==> config.mk <==
export PLATFORM = sky130hd
export DESIGN_NAME = perf_counter_bank_flat
export DESIGN_NICKNAME = d
export VERILOG_FILES = /design/src/rtl/perf_pkg.sv /design/src/rtl/perf_counter_bank_if.sv /design/src/rtl/perf_ctr.sv /design/src/rtl/perf_counter_bank.sv /design/src/flat_wrapper.sv
export SDC_FILE = /design/constraint.sdc
export NUM_CORES = 1
export LEC_CHECK = 0
export ABC_AREA = 1
export BUFFER_PORTS_ARGS = -buffer_cell sky130_fd_sc_hd__buf_2
export CELL_PAD_IN_SITES_DETAIL_PLACEMENT = 0
export CELL_PAD_IN_SITES_GLOBAL_PLACEMENT = 2
export CORE_MARGIN = 8
export CORE_UTILIZATION = 39
export DETAILED_ROUTE_END_ITERATION = 8
export GPL_ROUTABILITY_DRIVEN = 0
export PLACE_DENSITY_LB_ADDON = 0.05
export SYNTH_ARGS = -nofsm -noshare
export SYNTH_HDL_FRONTEND = slang
export SYNTH_SLANG_ARGS = --single-unit
==> constraint.sdc <==
create_clock -name clk -period 6.13 [get_ports clk]
set_input_delay 0.3065 -clock clk [delete_from_list [all_inputs] [get_ports clk]]
set_output_delay 0.3065 -clock clk [all_outputs]
set_load 0.01 [all_outputs]
==> src/rtl/perf_pkg.sv <==
// Shared constants, lock FSM states and helpers for the performance counter bank.
package perf_pkg;

    localparam int MODE_WRAP   = 0;
    localparam int MODE_SAT    = 1;

    localparam int SEL_CYCLES  = 0;
    localparam int SEL_EV_BASE = 1;

    typedef enum logic {
        ST_RUN    = 1'b0,
        ST_LOCKED = 1'b1
    } lock_state_t;

    function automatic int clog2(input int value);
        int r;
        r = 0;
        for (int i = 0; i < 32; i++) begin
            if ((1 << i) < value) r = i + 1;
        end
        return r;
    endfunction

endpackage

==> src/rtl/perf_counter_bank_if.sv <==
// Control, readout and status signals between the pipeline and the counter bank.
interface perf_counter_bank_if #(
    parameter int N_EV  = 5,
    parameter int WIDTH = 32
) ();
    import perf_pkg::*;

    localparam int SEL_W = clog2(N_EV + 1);

    logic              halt;
    logic [N_EV-1:0]   ev;
    logic              clr;
    logic              snap;
    logic [SEL_W-1:0]  rd_sel;
    logic              rd_snap;
    logic [WIDTH-1:0]  rd_data;
    logic [WIDTH-1:0]  cycles;
    logic [N_EV:0]     ovf;
    logic              lock;

    modport master (
        output halt, ev, clr, snap, rd_sel, rd_snap,
        input  rd_data, cycles, ovf, lock
    );

    modport slave (
        input  halt, ev, clr, snap, rd_sel, rd_snap,
        output rd_data, cycles, ovf, lock
    );

endinterface

==> src/rtl/perf_ctr.sv <==
// One counter lane: adds inc when enabled, wraps or saturates, sticky overflow.
module perf_ctr
    import perf_pkg::*;
#(
    parameter int WIDTH    = 32,
    parameter int SATURATE = MODE_WRAP
) (
    input  logic             clk,
    input  logic             rst,
    input  logic             clr,
    input  logic             en,
    input  logic [WIDTH-1:0] inc,
    output logic [WIDTH-1:0] cnt,
    output logic             ovf
);

    logic [WIDTH:0] sum;

    assign sum = {1'b0, cnt} + {1'b0, inc};

    always_ff @(posedge clk) begin
        if (!rst) begin
            cnt <= '0;
            ovf <= 1'b0;
        end else if (clr) begin
            cnt <= '0;
            ovf <= 1'b0;
        end else if (en) begin
            if (sum[WIDTH] && (SATURATE == MODE_SAT)) cnt <= '1;
            else                                      cnt <= sum[WIDTH-1:0];
            if (sum[WIDTH]) ovf <= 1'b1;
        end
    end

endmodule

==> src/rtl/perf_counter_bank.sv <==
// Cycle counter plus N_EV event counters with snapshot bank, registered readout
// and a halt lock.
//   state     | meaning
//   ST_RUN    | counting cycles and events
//   ST_LOCKED | halt seen; counters frozen until reset (clr still honoured)
module perf_counter_bank
    import perf_pkg::*;
#(
    parameter int N_EV       = 5,
    parameter int WIDTH      = 32,
    parameter int SATURATE   = MODE_WRAP,
    parameter int HALT_EXTRA = 2
) (
    input  logic              clk,
    input  logic              rst,
    perf_counter_bank_if.slave bus
);

    localparam int               SEL_W   = clog2(N_EV + 1);
    localparam logic [SEL_W-1:0] SEL_MAX = SEL_W'(N_EV);

    lock_state_t      state_q;
    lock_state_t      state_nx;
    logic             run;
    logic [WIDTH-1:0] cyc_inc;
    logic [WIDTH-1:0] live   [N_EV+1];
    logic [WIDTH-1:0] snap_q [N_EV+1];
    logic             ovf_a  [N_EV+1];

    always_ff @(posedge clk) begin
        if (!rst) state_q <= ST_RUN;
        else      state_q <= state_nx;
    end

    always_comb begin
        state_nx = state_q;
        if (state_q == ST_RUN && bus.halt) state_nx = ST_LOCKED;
    end

    assign run       = (state_q == ST_RUN);
    assign bus.lock  = (state_q == ST_LOCKED);
    // The first halt cycle accounts for the drain of the pipeline.
    assign cyc_inc   = bus.halt ? WIDTH'(HALT_EXTRA) : WIDTH'(1);

    perf_ctr #(.WIDTH(WIDTH), .SATURATE(SATURATE)) u_cyc (
        .clk (clk),
        .rst (rst),
        .clr (bus.clr),
        .en  (run),
        .inc (cyc_inc),
        .cnt (live[SEL_CYCLES]),
        .ovf (ovf_a[SEL_CYCLES])
    );

    for (genvar i = 0; i < N_EV; i++) begin : g_ev
        perf_ctr #(.WIDTH(WIDTH), .SATURATE(SATURATE)) u_ev (
            .clk (clk),
            .rst (rst),
            .clr (bus.clr),
            .en  (run && bus.ev[i]),
            .inc (WIDTH'(1)),
            .cnt (live[SEL_EV_BASE+i]),
            .ovf (ovf_a[SEL_EV_BASE+i])
        );
    end

    always_comb begin
        bus.ovf = '0;
        for (int k = 0; k <= N_EV; k++) bus.ovf[k] = ovf_a[k];
    end

    assign bus.cycles = live[SEL_CYCLES];

    always_ff @(posedge clk) begin
        if (!rst) begin
            for (int k = 0; k <= N_EV; k++) snap_q[k] <= '0;
        end else if (bus.snap) begin
            for (int k = 0; k <= N_EV; k++) snap_q[k] <= live[k];
        end
    end

    always_ff @(posedge clk) begin
        if (!rst)                        bus.rd_data <= '0;
        else if (bus.rd_sel > SEL_MAX)   bus.rd_data <= '0;
        else if (bus.rd_snap)            bus.rd_data <= snap_q[bus.rd_sel];
        else                             bus.rd_data <= live[bus.rd_sel];
    end

endmodule

==> src/flat_wrapper.sv <==
// flat-port wrapper written by rule: the top's interface ports become plain ports
module perf_counter_bank_flat import perf_pkg::*;
#(
    parameter int N_EV       = 5,
    parameter int WIDTH      = 32,
    parameter int SATURATE   = MODE_WRAP,
    parameter int HALT_EXTRA = 2
)
  (clk, rst, bus_halt, bus_ev, bus_clr, bus_snap, bus_rd_sel, bus_rd_snap, bus_rd_data, bus_cycles, bus_ovf, bus_lock);
  perf_counter_bank_if #(.N_EV(N_EV), .WIDTH(WIDTH)) bus_i ();
  input  logic clk;
  input  logic rst;
  input wire logic [$bits(bus_i.halt)-1:0] bus_halt;
  input wire logic [$bits(bus_i.ev)-1:0] bus_ev;
  input wire logic [$bits(bus_i.clr)-1:0] bus_clr;
  input wire logic [$bits(bus_i.snap)-1:0] bus_snap;
  input wire logic [$bits(bus_i.rd_sel)-1:0] bus_rd_sel;
  input wire logic [$bits(bus_i.rd_snap)-1:0] bus_rd_snap;
  output wire logic [$bits(bus_i.rd_data)-1:0] bus_rd_data;
  output wire logic [$bits(bus_i.cycles)-1:0] bus_cycles;
  output wire logic [$bits(bus_i.ovf)-1:0] bus_ovf;
  output wire logic [$bits(bus_i.lock)-1:0] bus_lock;
  assign bus_i.halt = bus_halt;
  assign bus_i.ev = bus_ev;
  assign bus_i.clr = bus_clr;
  assign bus_i.snap = bus_snap;
  assign bus_i.rd_sel = bus_rd_sel;
  assign bus_i.rd_snap = bus_rd_snap;
  assign bus_rd_data = bus_i.rd_data;
  assign bus_cycles = bus_i.cycles;
  assign bus_ovf = bus_i.ovf;
  assign bus_lock = bus_i.lock;
  perf_counter_bank #(.N_EV(N_EV), .WIDTH(WIDTH), .SATURATE(SATURATE), .HALT_EXTRA(HALT_EXTRA)) u_core (.clk(clk), .rst(rst), .bus(bus_i));
endmodule
### After elaboration in Yosys (flattened, before gate mapping)

Memories as Yosys holds them, arrays and structs flattened.
Cells that the tools add are included.

* memories kept: 1
* bits in writable memories: 192
* input bits: 43
* output and inout bits: 71
* flip-flop bits (word level): 231
* word-level logic and storage cells: 61

* bitwise gates (word level): 9
* reductions and logical operators: 14
* muxes and demuxes: 15
* order comparisons: 2
* add/subtract/negate cells: 6

Memories
* u_core.snap_q: words 6, bits a word 32, rd ports 1, clocked after Yosys merged registers in 0, write ports 6, RTL line perf_counter_bank.sv:27 `logic [WIDTH-1:0] snap_q [N_EV+1];`

Operators by type and width (count)
* 2-to-1 mux 32 bit: 9
* adder 32 x 1 -> 33 bit, second input constant: 5
* binary-select mux 32 bit (select 3 bit): 1
* adder 32 x 32 -> 33 bit: 1
* >= comparator 33 x 4 -> 1 bit, second input constant: 1
* inverter 32 -> 33 bit: 1
* greater-than comparator 32 x 3 -> 1 bit, second input constant: 1
* AND reduction 2 bit: 6
* logical AND 1 bit: 6
* bitwise OR 1 bit: 6
* 2-to-1 mux 1 bit: 4
* OR reduction 2 bit: 2
* 2-to-1 mux 2 bit: 1
* inverter 1 bit: 2

### Longest topological paths before layout

* word-level depth: 5
* mapped depth: 11
* depth with buffers taken out: 11

### Modules after synthesis

A second synthesis with hierarchy kept.

* cells, all modules: 5867
* area total of the unflattened synthesis: 34733.3 µm²

Modules (own cells, without submodules)
* perf_counter_bank: times used 1, cells an instance 1756, seq. area each 6426.2 µm², area an instance 12542.0 µm²
* perf_ctr at u_core.g_ev[3].u_ev ...: times used 2, cells an instance 685, seq. area each 660.6 µm², area an instance 3708.6 µm²
* perf_ctr at u_core.g_ev[0].u_ev ...: times used 2, cells an instance 687, seq. area each 660.6 µm², area an instance 3681.0 µm²
* perf_ctr at u_core.u_cyc: times used 1, cells an instance 685, seq. area each 660.6 µm², area an instance 3707.3 µm²
* perf_ctr at u_core.g_ev[2].u_ev: times used 1, cells an instance 682, seq. area each 660.6 µm², area an instance 3704.8 µm²

### Worst setup path after synthesis

OpenSTA, ideal clock, no wires.

* path kind: input port to flip-flop
* start: input rst
* end: memory u_core.snap_q[0][0] (enable)
* library setup time: 472 ps
* data arrival time: 2759 ps
* stages on the path: 2
* path buffers: 0
* slack: 2899 ps
* required time: 5658 ps
* path through: inv_1 or2_2

RTL lines
* from (decl): RTL line flat_wrapper.sv:12 `input logic rst;`
* to (decl): RTL line perf_counter_bank.sv:27

### Worst setup path in the final report

* start: register u_core.state_q, in the netlist u_core.bus.lock
* end: register u_core.g_ev[4].u_ev.cnt[14]

* word-level cells in the longest chain between the ends: 2

RTL lines
* from (decl): RTL line perf_counter_bank.sv:22 `lock_state_t state_q;`
* from (signal assigned): RTL line perf_counter_bank.sv:32 `else state_q <= state_nx;`
* inverter 1 bit (no source line)
* logical AND 1 bit: RTL line perf_counter_bank.sv:60 `.en (run && bus.ev[i]),`
* to (signal assigned): RTL line perf_ctr.sv:30 `else cnt <= sum[WIDTH-1:0];`
* to (decl): RTL line perf_ctr.sv:13 `output logic [WIDTH-1:0] cnt,`

Every way passes these cells.
A chain may end at the register's enable or synchronous reset.

==> impl_metrics.json <==
{
  "fillers": 5725,
  "dr.first_iter.drc_count": 1873,
  "power_frac_comb": 0.055,
  "p_leak_nw": 9.34,
  "synth_mux_area_frac": 0,
  "path_max_fanout": 19,
  "drive_above_1_share": 0.0910,
  "yosysMostFrequentCell": "nand2_1",
  "worst-setup-path-type": "register to register",
  "ys.flop_type": "dfxtp_1",
  "die_w_um": 253,
  "syn_area_per_cell_um2": 7.19,
  "cts_tree": "yes",
  "p_sw_mw": 1.55,
  "grt-ovfl-total": 0,
  "row_count": 86,
  "ys_warn_count": 0,
  "ys_seq_area_frac": 0.476,
  "synthXorXnorAreaFrac": 0.00241,
  "slew_headroom": 0.206,
  "syn_inst": 3035,
  "grt_max_degree": 155,
  "cts_buffers": 50,
  "clk_path_buf_depth": 3,
  "clk_pin_slew_ps": 60,
  "antenna_found_initial": 1,
  "dp.cells": 3787,
  "cts_sinks": 423,
  "cts_setup_buffers": 0,
  "insertion_delay_ps": 600,
  "synth-async-reset-ratio": 0,
  "pwr-share-clk": 0.485,
  "ant_nets": 0,
  "power_frac_seq": 0.460,
  "synth-compound-area-share": 0.0926,
  "r2r_slack_ps": 3570,
  "grt_pass1_wl_mm": 116,
  "area_growth_pct": 12.9,
  "fin_skew_ps": 14.9,
  "htree_levels": 2,
  "seqCellArea_um2": 10400,
  "setup_viol": 0,
  "vias": 20100,
  "synth_top_cell_area_share": 0.264,
  "wl_per_cell_um": 19.9,
  "start_kind": "register",
  "syn_nets": 3086,
  "cts-resized-gates": 0,
  "power_density_nw_per_um2": 266,
  "final_cells": 3881,
  "cts_root_buf": "clkbuf_16",
  "synth_simple_gate_area_share": 0.338,
  "track_usage": 0.237,
  "syn_area_um2": 21800,
  "cts-hold-fix-buffers": 0,
  "initial_core_util": 0.395,
  "hold_viol_final": 0,
  "dieHeight_um": 253,
  "yosys-top-cells-count": "741 x nand2_1, 602 x nor2_1, 330 x inv_1",
  "cp.arrival_ps": 3090,
  "timing.fmax_ghz": 0.390,
  "timing.final.crit_share": 0.418,
  "diodes": 0,
  "wirelength_mm": 77.4,
  "dp_hpwl_mm": 55.8,
  "synth_top_family_by_area": "simple AND/OR/NAND/NOR gates",
  "irDropWorstVdd_mv": 0.201,
  "tightest_slew_ps": 1190,
  "p_int_mw": 5.02,
  "core_area_um2": 55200,
  "period_minus_slack_ps": 2560,
  "portBuffers": 113,
  "fin_setup_tns_ps": 0,
  "ys_types": 40,
  "slew_viol_final": 0,
  "first_global_vias": 18800,
  "maxCapViolCount": 0,
  "synthAdderAreaFrac": 0.00493,
  "multi_input_area_um2": 9580,
  "first_pass_iters": 8,
  "synth_area_leader_cell": "edfxtp_1",
  "swShare": 0.236,
  "synth_edf_count": 192,
  "cp.required_ps": 6650,
  "ys_seq_elements": 423,
  "grt_setup_unrepaired": "no",
  "status": "finished clean",
  "nets": 3142,
  "cp-end-kind": "register",
  "drc": 0,
  "vias_per_cell": 5.18,
  "worstHoldPathType": "primary input to register",
  "dieArea_um2": 63800,
  "io_pins": 114,
  "synth_area_leaders": "edfxtp_1 26%, dfxtp_1 21%, nand2_1 13%, nor2_1 10%, inv_1 5.7%"
}
==> stage by stage <==
step	power (mW)	hold WS (ps)	cell area [um2]	worst slack, ps	utilization
2_1_floorplan	3.31	430	21800	2900	-
3_3_place_gp	3.44	450	22900	3260	0.415
3_5_place_dp	3.44	445	22900	3270	0.415
4_1_cts	6.63	23.9	24600	3680	0.446
5_1_grt	6.77	62.7	24600	3560	0.446
6_report	6.57	63.6	24600	3570	0.446
==> sequential cells by signal (all words and copies together) (netlist names) <==
register / cells
u_core.g_ev.u_ev.ovf: 5
u_core.u_cyc.cnt: 32
u_core.g_ev.u_ev.cnt: 160
u_core.bus.lock: 1
u_core.u_cyc.ovf: 1
u_core.bus.rd_data: 32
u_core.snap_q: 192
==> cell usage in the layout (no fill, tap or decap), types with 8 or more instances in the layout <==
master     instances
o21ai_1           10
nand2_1          740
inv_1            329
a21oi_1          196
nor2_1           602
edfxtp_1         192
nand3b_1           8
nand3_1          225
clkinv_2          14
dfxtp_1          231
clkbuf_16         53
buf_4             17
nor3_1            52
o21ai_0          137
buf_2            112
inv_2              9
nor2_4            17
nand4_1           48
nand2_2           10
a22oi_1           32
nor2_2            21
==> worst max-delay path, stage by stage (launching register included) <==
cell      delay (ps)
dfxtp_1          770
clkinv_8         340
nand2_2          450
inv_2            250
nand2_1          140
nor2_2            90
inv_2             90
nor2_1            70
nand2_1           60
nand2_1           50
a21oi_1          150
==> final cells by class <==
class / instances / share of cell area
clock buffer: 66 / 0.0582
clock inverter: 28 / 0.0126
inverter: 340 / 0.0524
multi-input combinational: 2146 / 0.389
sequential: 423 / 0.422
tap: 748 / 0.0380
timing repair buffer: 130 / 0.0287
==> worst paths after layout <==
path                                 from                           to  cells after the start
setup / recovery          u_core.bus.lock  u_core.g_ev[4].u_ev.cnt[14]                     10
hold / removal                  bus_ev[2]   u_core.g_ev[2].u_ev.cnt[2]                      3
setup reg to reg          u_core.bus.lock  u_core.g_ev[4].u_ev.cnt[14]                     10
hold reg to reg   u_core.g_ev[2].u_ev.ovf      u_core.g_ev[2].u_ev.ovf                      2
==> power groups by stage <==
stage	logic, mW	clock network, mW	registers, mW
floorplan	0.234	0	3.07
global placement	0.361	0	3.08
CTS	0.364	3.25	3.02
global route	0.398	3.35	3.02
finish	0.360	3.19	3.02
detailed placement	0.362	0	3.08
==> cell families (layout without fill, tap and decap cells) <==
group | count (synthesis) | in the layout
adders and majority gates | 8 | 8
DFF | 423 | 423
and+or+nand+nor | 1748 | 1748
AOI/OAI and AO/OA | 384 | 384
buffers and inverters | 466 | 564
xor gates and xnor gates | 6 | 6
==> routing by layer <==
layer / global-route usage / up-vias / wire length (um)
li1: - / 9908 / -
met1: 0.335 / 9454 / 36200
met2: 0.371 / 662 / 33900
met3: 0.0391 / 96 / 5360
met4: 0.0681 / 0 / 1950
met5: 0 / - / 0
Note: power is estimated with default switching activity, not from simulation.
